`src/rtl/fir_ctrl_pkg.sv`:
```
// Shared types for the FIR coefficient loader: controller states and tap-index width helper.
package fir_ctrl_pkg;

  typedef enum logic [2:0] {
    IDLE,
    LOAD,
    ZFILL,
    DRAIN,
    FLUSH
  } fir_state_e;

  // Width able to hold 0..ntaps inclusive.
  function automatic int unsigned cw_of(input int unsigned ntaps);
    return $clog2(ntaps + 1);
  endfunction

endpackage

```
`src/rtl/fir_tap_writer.sv`:
```
// Registered tap-write port: strobe, index and data presented to the tap chain one cycle after request.
module fir_tap_writer #(
  parameter int unsigned CW = 3,
  parameter int unsigned TW = 12
) (
  input  logic          i_clk,
  input  logic          i_reset_n,
  input  logic          i_wr,
  input  logic [CW-1:0] i_idx,
  input  logic [TW-1:0] i_data,
  output logic          o_tap_wr,
  output logic [CW-1:0] o_tap_idx,
  output logic [TW-1:0] o_tap_data
);

  logic          r_wr;
  logic [CW-1:0] r_idx;
  logic [TW-1:0] r_data;

  always_ff @(posedge i_clk) begin
    if (!i_reset_n) begin
      r_wr   <= 1'b0;
      r_idx  <= '0;
      r_data <= '0;
    end else begin
      r_wr <= i_wr;
      if (i_wr) begin
        r_idx  <= i_idx;
        r_data <= i_data;
      end
    end
  end

  assign o_tap_wr   = r_wr;
  assign o_tap_idx  = r_idx;
  assign o_tap_data = r_data;

endmodule

```
`src/rtl/fir_coef_loader.sv`:
```
// Coefficient-reload controller for the systolic FIR chain; owns sample clock-enable and tap writes.
// Post-load delay-line flush is built only when FIR_FLUSH_EN is defined.
module fir_coef_loader
  import fir_ctrl_pkg::*;
#(
  parameter  int unsigned NTAPS = 5,
  parameter  int unsigned IW    = 12,
  parameter  int unsigned TW    = IW,
  localparam int unsigned CW    = cw_of(NTAPS)
) (
  input  logic          i_clk,
  input  logic          i_reset_n,
  input  logic          i_coef_valid,
  output logic          o_coef_ready,
  input  logic [TW-1:0] i_coef,
  input  logic          i_coef_last,
  input  logic          i_sample_valid,
  output logic          o_sample_ready,
  input  logic [IW-1:0] i_sample,
  output logic          o_fir_ce,
  output logic [IW-1:0] o_fir_sample,
  output logic          o_tap_wr,
  output logic [CW-1:0] o_tap_idx,
  output logic [TW-1:0] o_tap_data,
  output logic          o_busy,
  output logic          o_err
);

  fir_state_e    r_state;
  logic [CW-1:0] r_cnt;
  logic          r_err;
  logic          r_busy;
  logic          r_coef_ready;

  fir_state_e    w_state_nxt;
  fir_state_e    w_done_state;
  logic [CW-1:0] w_cnt_nxt;
  logic          w_err_nxt;
  logic          w_wr;
  logic [CW-1:0] w_idx;
  logic [TW-1:0] w_data;
  logic          w_accept;
  logic          w_last_idx;

  assign w_accept   = i_coef_valid && r_coef_ready;
  assign w_last_idx = (r_cnt == CW'(NTAPS - 1));

`ifdef FIR_FLUSH_EN
  assign w_done_state = FLUSH;
`else
  assign w_done_state = IDLE;
`endif

  always_ff @(posedge i_clk) begin
    if (!i_reset_n) begin
      r_state      <= IDLE;
      r_cnt        <= '0;
      r_err        <= 1'b0;
      r_busy       <= 1'b0;
      r_coef_ready <= 1'b0;
    end else begin
      r_state      <= w_state_nxt;
      r_cnt        <= w_cnt_nxt;
      r_err        <= w_err_nxt;
      r_busy       <= (w_state_nxt != IDLE);
      r_coef_ready <= (w_state_nxt == LOAD) || (w_state_nxt == DRAIN);
    end
  end

  // Next-state, counter and tap-write request; r_cnt doubles as flush counter.
  always_comb begin
    w_state_nxt = r_state;
    w_cnt_nxt   = r_cnt;
    w_err_nxt   = r_err;
    w_wr        = 1'b0;
    w_idx       = r_cnt;
    w_data      = '0;
    case (r_state)
      IDLE: begin
        if (i_coef_valid) begin
          w_state_nxt = LOAD;
          w_cnt_nxt   = '0;
        end
      end
      LOAD: begin
        if (w_accept) begin
          w_wr      = 1'b1;
          w_data    = i_coef;
          w_cnt_nxt = r_cnt + CW'(1);
          if (i_coef_last && w_last_idx) begin
            w_err_nxt   = 1'b0;
            w_state_nxt = w_done_state;
            w_cnt_nxt   = '0;
          end else if (i_coef_last) begin
            w_err_nxt   = 1'b1;
            w_state_nxt = ZFILL;
          end else if (w_last_idx) begin
            w_err_nxt   = 1'b1;
            w_state_nxt = DRAIN;
          end
        end
      end
      ZFILL: begin
        w_wr      = 1'b1;
        w_cnt_nxt = r_cnt + CW'(1);
        if (w_last_idx) begin
          w_state_nxt = w_done_state;
          w_cnt_nxt   = '0;
        end
      end
      DRAIN: begin
        if (w_accept && i_coef_last) begin
          w_state_nxt = w_done_state;
          w_cnt_nxt   = '0;
        end
      end
      FLUSH: begin
        w_cnt_nxt = r_cnt + CW'(1);
        if (w_last_idx) begin
          w_state_nxt = IDLE;
          w_cnt_nxt   = '0;
        end
      end
      default: begin
        w_state_nxt = IDLE;
        w_cnt_nxt   = '0;
      end
    endcase
  end

  // Sample path passes straight through in IDLE; zeros are pushed while flushing.
  assign o_sample_ready = i_reset_n && (r_state == IDLE);
  assign o_fir_ce       = i_reset_n && (((r_state == IDLE) && i_sample_valid) || (r_state == FLUSH));
  assign o_fir_sample   = (i_reset_n && (r_state == IDLE)) ? i_sample : '0;
  assign o_coef_ready   = r_coef_ready;
  assign o_busy         = r_busy;
  assign o_err          = r_err;

  fir_tap_writer #(
    .CW (CW),
    .TW (TW)
  ) u_tap_writer (
    .i_clk      (i_clk),
    .i_reset_n  (i_reset_n),
    .i_wr       (w_wr),
    .i_idx      (w_idx),
    .i_data     (w_data),
    .o_tap_wr   (o_tap_wr),
    .o_tap_idx  (o_tap_idx),
    .o_tap_data (o_tap_data)
  );

endmodule
```
`config.mk`:
```
export PLATFORM = sky130hd
export DESIGN_NAME = fir_coef_loader
export DESIGN_NICKNAME = d
export VERILOG_FILES = /design/src/rtl/fir_ctrl_pkg.sv /design/src/rtl/fir_tap_writer.sv /design/src/rtl/fir_coef_loader.sv
export SDC_FILE = /design/constraint.sdc
export NUM_CORES = 1
export LEC_CHECK = 0
export BUFFER_PORTS_ARGS = -buffer_cell sky130_fd_sc_hd__buf_2
export CAP_MARGIN = 30
export CORE_MARGIN = 2
export CORE_UTILIZATION = 45
export DETAILED_ROUTE_END_ITERATION = 8
export HOLD_SLACK_MARGIN = 0.06
export PLACE_DENSITY = 0.84
export SLEW_MARGIN = 30
export SYNTH_ARGS = -nofsm -noshare
export SYNTH_HDL_FRONTEND = slang
export SYNTH_SLANG_ARGS = --single-unit
```
`constraint.sdc`:
```
create_clock -name i_clk -period 3.3 [get_ports i_clk]
set_clock_uncertainty 0.15 [all_clocks]
set_input_delay 0.165 -clock i_clk [delete_from_list [all_inputs] [get_ports i_clk]]
set_output_delay 0.165 -clock i_clk [all_outputs]
set_load 0.02 [all_outputs]
```
After elaboration in Yosys (flattened, before gate mapping) --
Cells that the tools add are included.
Word-level totals: output and inout port bits 33, bits in latches 0, input bits 29, word-level logic and storage cells 55, ROM bits 0, memories kept 0, register bits 25, bits in writable memories 0
Operators by class: multiply operators 0, magnitude comparators 0, bitwise operators 0, add/sub/neg operators 1, eq/ne operators 10, multiplexer cells 22, divide/modulo/power cells 0, shift operators 0, reduce and logical (&&, ||, !) cells 14
Operators by type and width (number):
- 12-bit 2-to-1 mux | 3
- 3-bit 2-to-1 mux | 12
- 3-bit one-hot mux with 4 select lines | 2
- 3-bit by 2-bit == test with 1-bit output (second input constant) | 3
- 3-bit by 1-bit == test with 1-bit output (second input constant) | 2
- 3-bit == test (second input constant) | 2
- 1-bit logical AND | 6
- 2-bit != test (second input constant) | 3
- 3-bit AND reduction | 2
- 3-bit nonzero test | 2
- 1-bit 2-to-1 mux | 4
- 3-bit by 1-bit adder with 3-bit output (second input constant) | 1
- 3-bit logical NOT | 1
- 1-bit logical OR | 2
- 1-bit one-hot mux with 2 select lines | 1
- 2-bit OR reduction | 1

Logic depth before layout (Yosys ltp) --
depth after elaboration 8, depth in mapped cells 7, gate-level depth less buffers 7

Modules after synthesis --
A second synthesis with hierarchy kept.
Second synthesis, totals: cells, all modules 137, area, all modules 1333.8 um2
Modules (own cells, without submodules):
- fir_coef_loader | area an instance 726.9 um2, seq. area each 180.2 um2, cells each 87, instances 1
- fir_tap_writer | area an instance 606.8 um2, seq. area each 320.3 um2, cells each 50, instances 1

Least setup slack after synthesis --
OpenSTA, ideal clock, no wires.
path kind register -> register, start point register r_cnt[0], end point register r_busy (netlist: o_busy), stages on the path, launching flop included 8, path buffers 0, arrival time 1428 ps, path slack 1595 ps, setup time 127 ps, period minus slack after synthesis 1705 ps, cell sequence dfxtp_1 > inv_1 > ha_1 > nand2_2 > and3b_1 > o2111ai_2 > a31oi_1 > or3_1
On the way: cells in the longest elaborated chain, start to end 7
RTL lines:
- from (decl) | RTL line fir_coef_loader.sv:30 | logic [CW-1:0] r_cnt;
- from (signal assigned) | RTL line fir_coef_loader.sv:63 | r_cnt <= w_cnt_nxt;
- 3-bit == test * | RTL line fir_coef_loader.sv:46 | assign w_last_idx = (r_cnt == CW'(NTAPS - 1));
- 3-bit 2-to-1 mux | RTL line fir_coef_loader.sv:97 | end else if (w_last_idx) begin
- 3-bit 2-to-1 mux | RTL line fir_coef_loader.sv:94 | end else if (i_coef_last) begin
- 3-bit 2-to-1 mux | RTL line fir_coef_loader.sv:90 | if (i_coef_last && w_last_idx) begin
- 3-bit 2-to-1 mux | RTL line fir_coef_loader.sv:86 | if (w_accept) begin
- 3-bit one-hot mux with 4 select lines * | RTL line fir_coef_loader.sv:78 | case (r_state)
- 3-bit nonzero test * | RTL line fir_coef_loader.sv:65 | r_busy <= (w_state_nxt != IDLE);
- to (signal assigned) | RTL line fir_coef_loader.sv:65
- to (decl) | RTL line fir_coef_loader.sv:32 | logic r_busy;
Mark *: on every way between the ends. The rest lies on a longest branch, timed or not. A chain may end at the register's enable or synchronous reset.

Final worst setup path --
start point register r_state[2], end point output o_fir_sample[7]
On the way: cells in the longest elaborated chain, start to end 3
RTL lines:
- from (decl) | RTL line fir_coef_loader.sv:29 | fir_state_e r_state;
- from (signal assigned) | RTL line fir_coef_loader.sv:62 | r_state <= w_state_nxt;
- 3-bit logical NOT | RTL line fir_coef_loader.sv:134 | assign o_fir_sample = (i_reset_n && (r_state == IDLE)) ? i_sample : '0;
- 1-bit logical AND | RTL line fir_coef_loader.sv:134
- 12-bit 2-to-1 mux | RTL line fir_coef_loader.sv:134
- to (decl) | RTL line fir_coef_loader.sv:21 | output logic [IW-1:0] o_fir_sample,
No other way between the ends.

==> impl_metrics.json <==
{
  "finalHoldViolations": 0,
  "place_inst": 212,
  "final-seq-area_um2": 500,
  "cts_tree": "yes",
  "fin_tns_setup_ps": 0,
  "clk_pin_slew_ps": 130,
  "fin_util_pct": 66.2,
  "fin_crit_ps": 2100,
  "ys_warn_count": 0,
  "syn_inst": 128,
  "dr.pass1.iters": 4,
  "post_cts_buffers": 0,
  "powerDensity_mw_per_mm2": 357,
  "startpoint_type": "flip-flop",
  "fillers": 205,
  "synth-seq-cells": 25,
  "power_frac_comb_pct": 21.3,
  "chipHeight_um": 54.6,
  "crit_type": "reg -> out",
  "drt-vias-per-instance": 5.22,
  "gp_congestion": 0.806,
  "insertion_delay_ps": 320,
  "postSynthAreaPerCell_um2": 9.00,
  "drt_iter0_drc": 15,
  "dp_slack_ps": 1270,
  "grt_max_degree": 18,
  "setup_ws_ps": 1200,
  "antenna_found_initial": 0,
  "setup_violations": 0,
  "finalPower_mw": 0.579,
  "route.detailed.drc": 0,
  "pin_count": 62,
  "worst_setup_path_end_kind": "primary output",
  "internal_power_mw": 0.416,
  "crit-reg2reg-launch": "r_state[0]",
  "worstHoldStart": "i_reset_n",
  "dpl_cell_area_mm2": 0.00146,
  "vias": 1195,
  "synth-async-reset-ratio_pct": 0,
  "wire_per_inst_um": 12.7,
  "synth_cell_types": 35,
  "core_mm2": 0.00245,
  "max-slew-margin-rel_pct": 59.6,
  "max_freq_mhz": 476,
  "drv_slew": 0,
  "pwr-share-clk_pct": 23.0,
  "ir_worst_vdd_mv": 0.294,
  "grtUsageTotal_pct": 21.3,
  "cp_max_fo": 13,
  "io_buffers": 61,
  "die_width_um": 54.6,
  "r2r-end": "u_tap_writer.o_tap_data[6]",
  "antenna_cells": 0,
  "stdcell_area_mm2": 0.00162,
  "ff2ff_path_depth": 4,
  "holdCritPathClass": "in -> reg",
  "netlist_area_mm2": 0.00115,
  "cts_root_buf": "clkbuf_4",
  "grt_pass1_wl_um": 4500,
  "ys_seq_area_share_pct": 43.4,
  "clockBufferDepth": 2,
  "nets": 231,
  "status": "finished clean",
  "rrSetupSlack_ps": 1340,
  "worstMarginPinSlew_ps": 605,
  "routed_wl_um": 2900,
  "dp_hpwl_um": 2080,
  "area_growth_pct": 40.9,
  "whs_ps": 68.3,
  "htreeDepth": 1,
  "fp-row-count": 18,
  "power_switching_mw": 0.163,
  "stdcell_count": 229,
  "cts_made_buffers": 3,
  "clock_sinks": 25,
  "multi_input_area_um2": 613,
  "p_seq_share_pct": 55.7,
  "drive_gt1_share_pct": 36.2,
  "synthFlopType": "dfxtp_1",
  "die_area_mm2": 0.00298,
  "hold_depth": 2,
  "postRouteAntennaNets": 0,
  "grt_pass1_vias": 1112,
  "synth_edf_count": 0,
  "sw_frac_of_total_pct": 28.2,
  "rsz0062_at_grt": "false",
  "drv_cap": 0,
  "synth_nets": 159,
  "start_util_pct": 46.9,
  "hold_path_end": "o_err",
  "cp.arrival_ps": 1780,
  "leakagePower_nw": 0.789,
  "finalCritPeriodShare_pct": 63.6,
  "grt_overflow_total": 0,
  "cp.required_ps": 2980
}
==> logic make-up (layout without fill, tap and decap cells) <==
family | count (synthesis) | after routing | synth area share (%)
AO/OA/AOI/OAI | 32 | 32 | 21.5
XOR/XNOR | 3 | 3 | 2.28
AND/OR/NAND/NOR | 54 | 54 | 25.1
multiplexers | 2 | 2 | 1.74
flip-flops | 25 | 25 | 43.4
adder cells (fa/ha/maj) | 2 | 2 | 2.17
buffers and inverters | 10 | 81 | 3.80
==> Yosys cell counts, types with 2 or more instances <==
| master | number | area share (%) |
|---|---|---|
| a21boi_0 | 3 | 2.0 |
| a21oi_1 | 4 | 1.7 |
| a22o_1 | 9 | 6.8 |
| and2_1 | 14 | 7.6 |
| buf_2 | 5 | 2.2 |
| clkbuf_1 | 2 | 0.65 |
| dfxtp_1 | 25 | 43 |
| ha_1 | 2 | 2.2 |
| inv_1 | 3 | 0.98 |
| mux2i_1 | 2 | 1.7 |
| nand2_1 | 10 | 3.3 |
| nand2b_1 | 4 | 2.2 |
| nand3_1 | 6 | 2.6 |
| nor2_1 | 9 | 2.9 |
| nor2b_1 | 2 | 1.1 |
| nor3_1 | 2 | 0.87 |
| o211ai_1 | 3 | 2.0 |
| o21ai_0 | 4 | 1.7 |
| or3_1 | 2 | 1.1 |
| xnor2_1 | 2 | 1.5 |
==> registers in the layout, indices dropped and copies added (netlist names) <==
| signal | flops |
|---|---|
| o_busy | 1 |
| o_coef_ready | 1 |
| o_err | 1 |
| r_cnt | 3 |
| r_state | 3 |
| u_tap_writer.o_tap_data | 12 |
| u_tap_writer.o_tap_idx | 3 |
| u_tap_writer.o_tap_wr | 1 |
==> power groups by stage <==
stage	combinational, mW	clock, mW	sequential, mW
3_3_place_gp	0.108	0	0.328
4_1_cts	0.124	0.139	0.322
2_1_floorplan	0.0658	0	0.332
6_report	0.124	0.133	0.323
5_1_grt	0.137	0.146	0.325
3_5_place_dp	0.111	0	0.329
==> critical path, cell delays in order, from the launching register on <==
cell and delay (ps):
dfxtp_1 450, nand2b_1 260, nor3_2 410, and2_1 200, buf_2 160
==> worst max path at each step <==
stage / start / cells past startpoint / to / slack (ps)
finish: r_state[2] / 4 / o_fir_sample[7] / 1200
global route: r_state[2] / 4 / o_fir_sample[6] / 990
CTS: r_state[2] / 4 / o_fir_sample[2] / 890
detailed placement: r_state[2] / 4 / o_fir_sample[2] / 1270
global placement: r_state[2] / 4 / o_fir_sample[4] / 1390
floorplan: r_cnt[0] / 7 / o_busy / 1590
==> layout by cell type (no fill, tap or decap) <==
cell / Yosys / routed
a21bo_2: 1 / 1
nor2b_1: 2 / 2
ha_1: 2 / 2
nor3_1: 2 / 1
buf_2: 5 / 61
or2_2: 1 / 1
inv_1: 3 / 3
nand4b_1: 1 / 1
a21o_1: 1 / 1
o211ai_1: 3 / 3
a31oi_1: 1 / 1
a21oi_1: 4 / 4
xor2_1: 1 / 1
nand2_2: 1 / 1
xnor2_1: 2 / 2
nand2b_1: 4 / 4
dfxtp_1: 25 / 25
and3b_1: 1 / 1
o2111ai_2: 1 / 1
o211a_1: 1 / 1
nor2_1: 9 / 9
nor3_2: 0 / 1
and2_1: 14 / 14
mux2i_1: 2 / 2
clkbuf_4: 0 / 3
o221a_2: 1 / 1
clkbuf_1: 2 / 1
nand2_1: 10 / 10
a21oi_2: 1 / 1
o31ai_1: 1 / 1
a22o_1: 9 / 9
and4_2: 1 / 1
dlygate4sd3_1: 0 / 13
a21boi_0: 3 / 3
o21ai_0: 4 / 4
nand3_1: 6 / 6
or3_1: 2 / 2
a22oi_1: 1 / 1
==> layer usage <==
layer  vias to the layer above  wire [um]  track usage, %
li1                        594          -               -
met1                       540       1190            21.8
met2                        55       1400            38.7
met3                         6        233            4.64
met4                         0         74            12.9
met5                         -          0               0
==> final cells by class <==
class | count | area share [%]
clock buffer | 4 | 1.62
inverter | 3 | 0.693
multi-input combinational | 93 | 37.8
sequential | 25 | 30.8
tap | 30 | 2.31
timing repair buffer | 74 | 26.8
==> repair_timing <==
action / in CTS / in global routing
endpoints found under the setup margin: 0 / 0
gates resized for setup: 0 / 0
hold buffers: 13 / 0
hold endpoints to repair: 13 / 0
(Power assumes the default switching activity.)
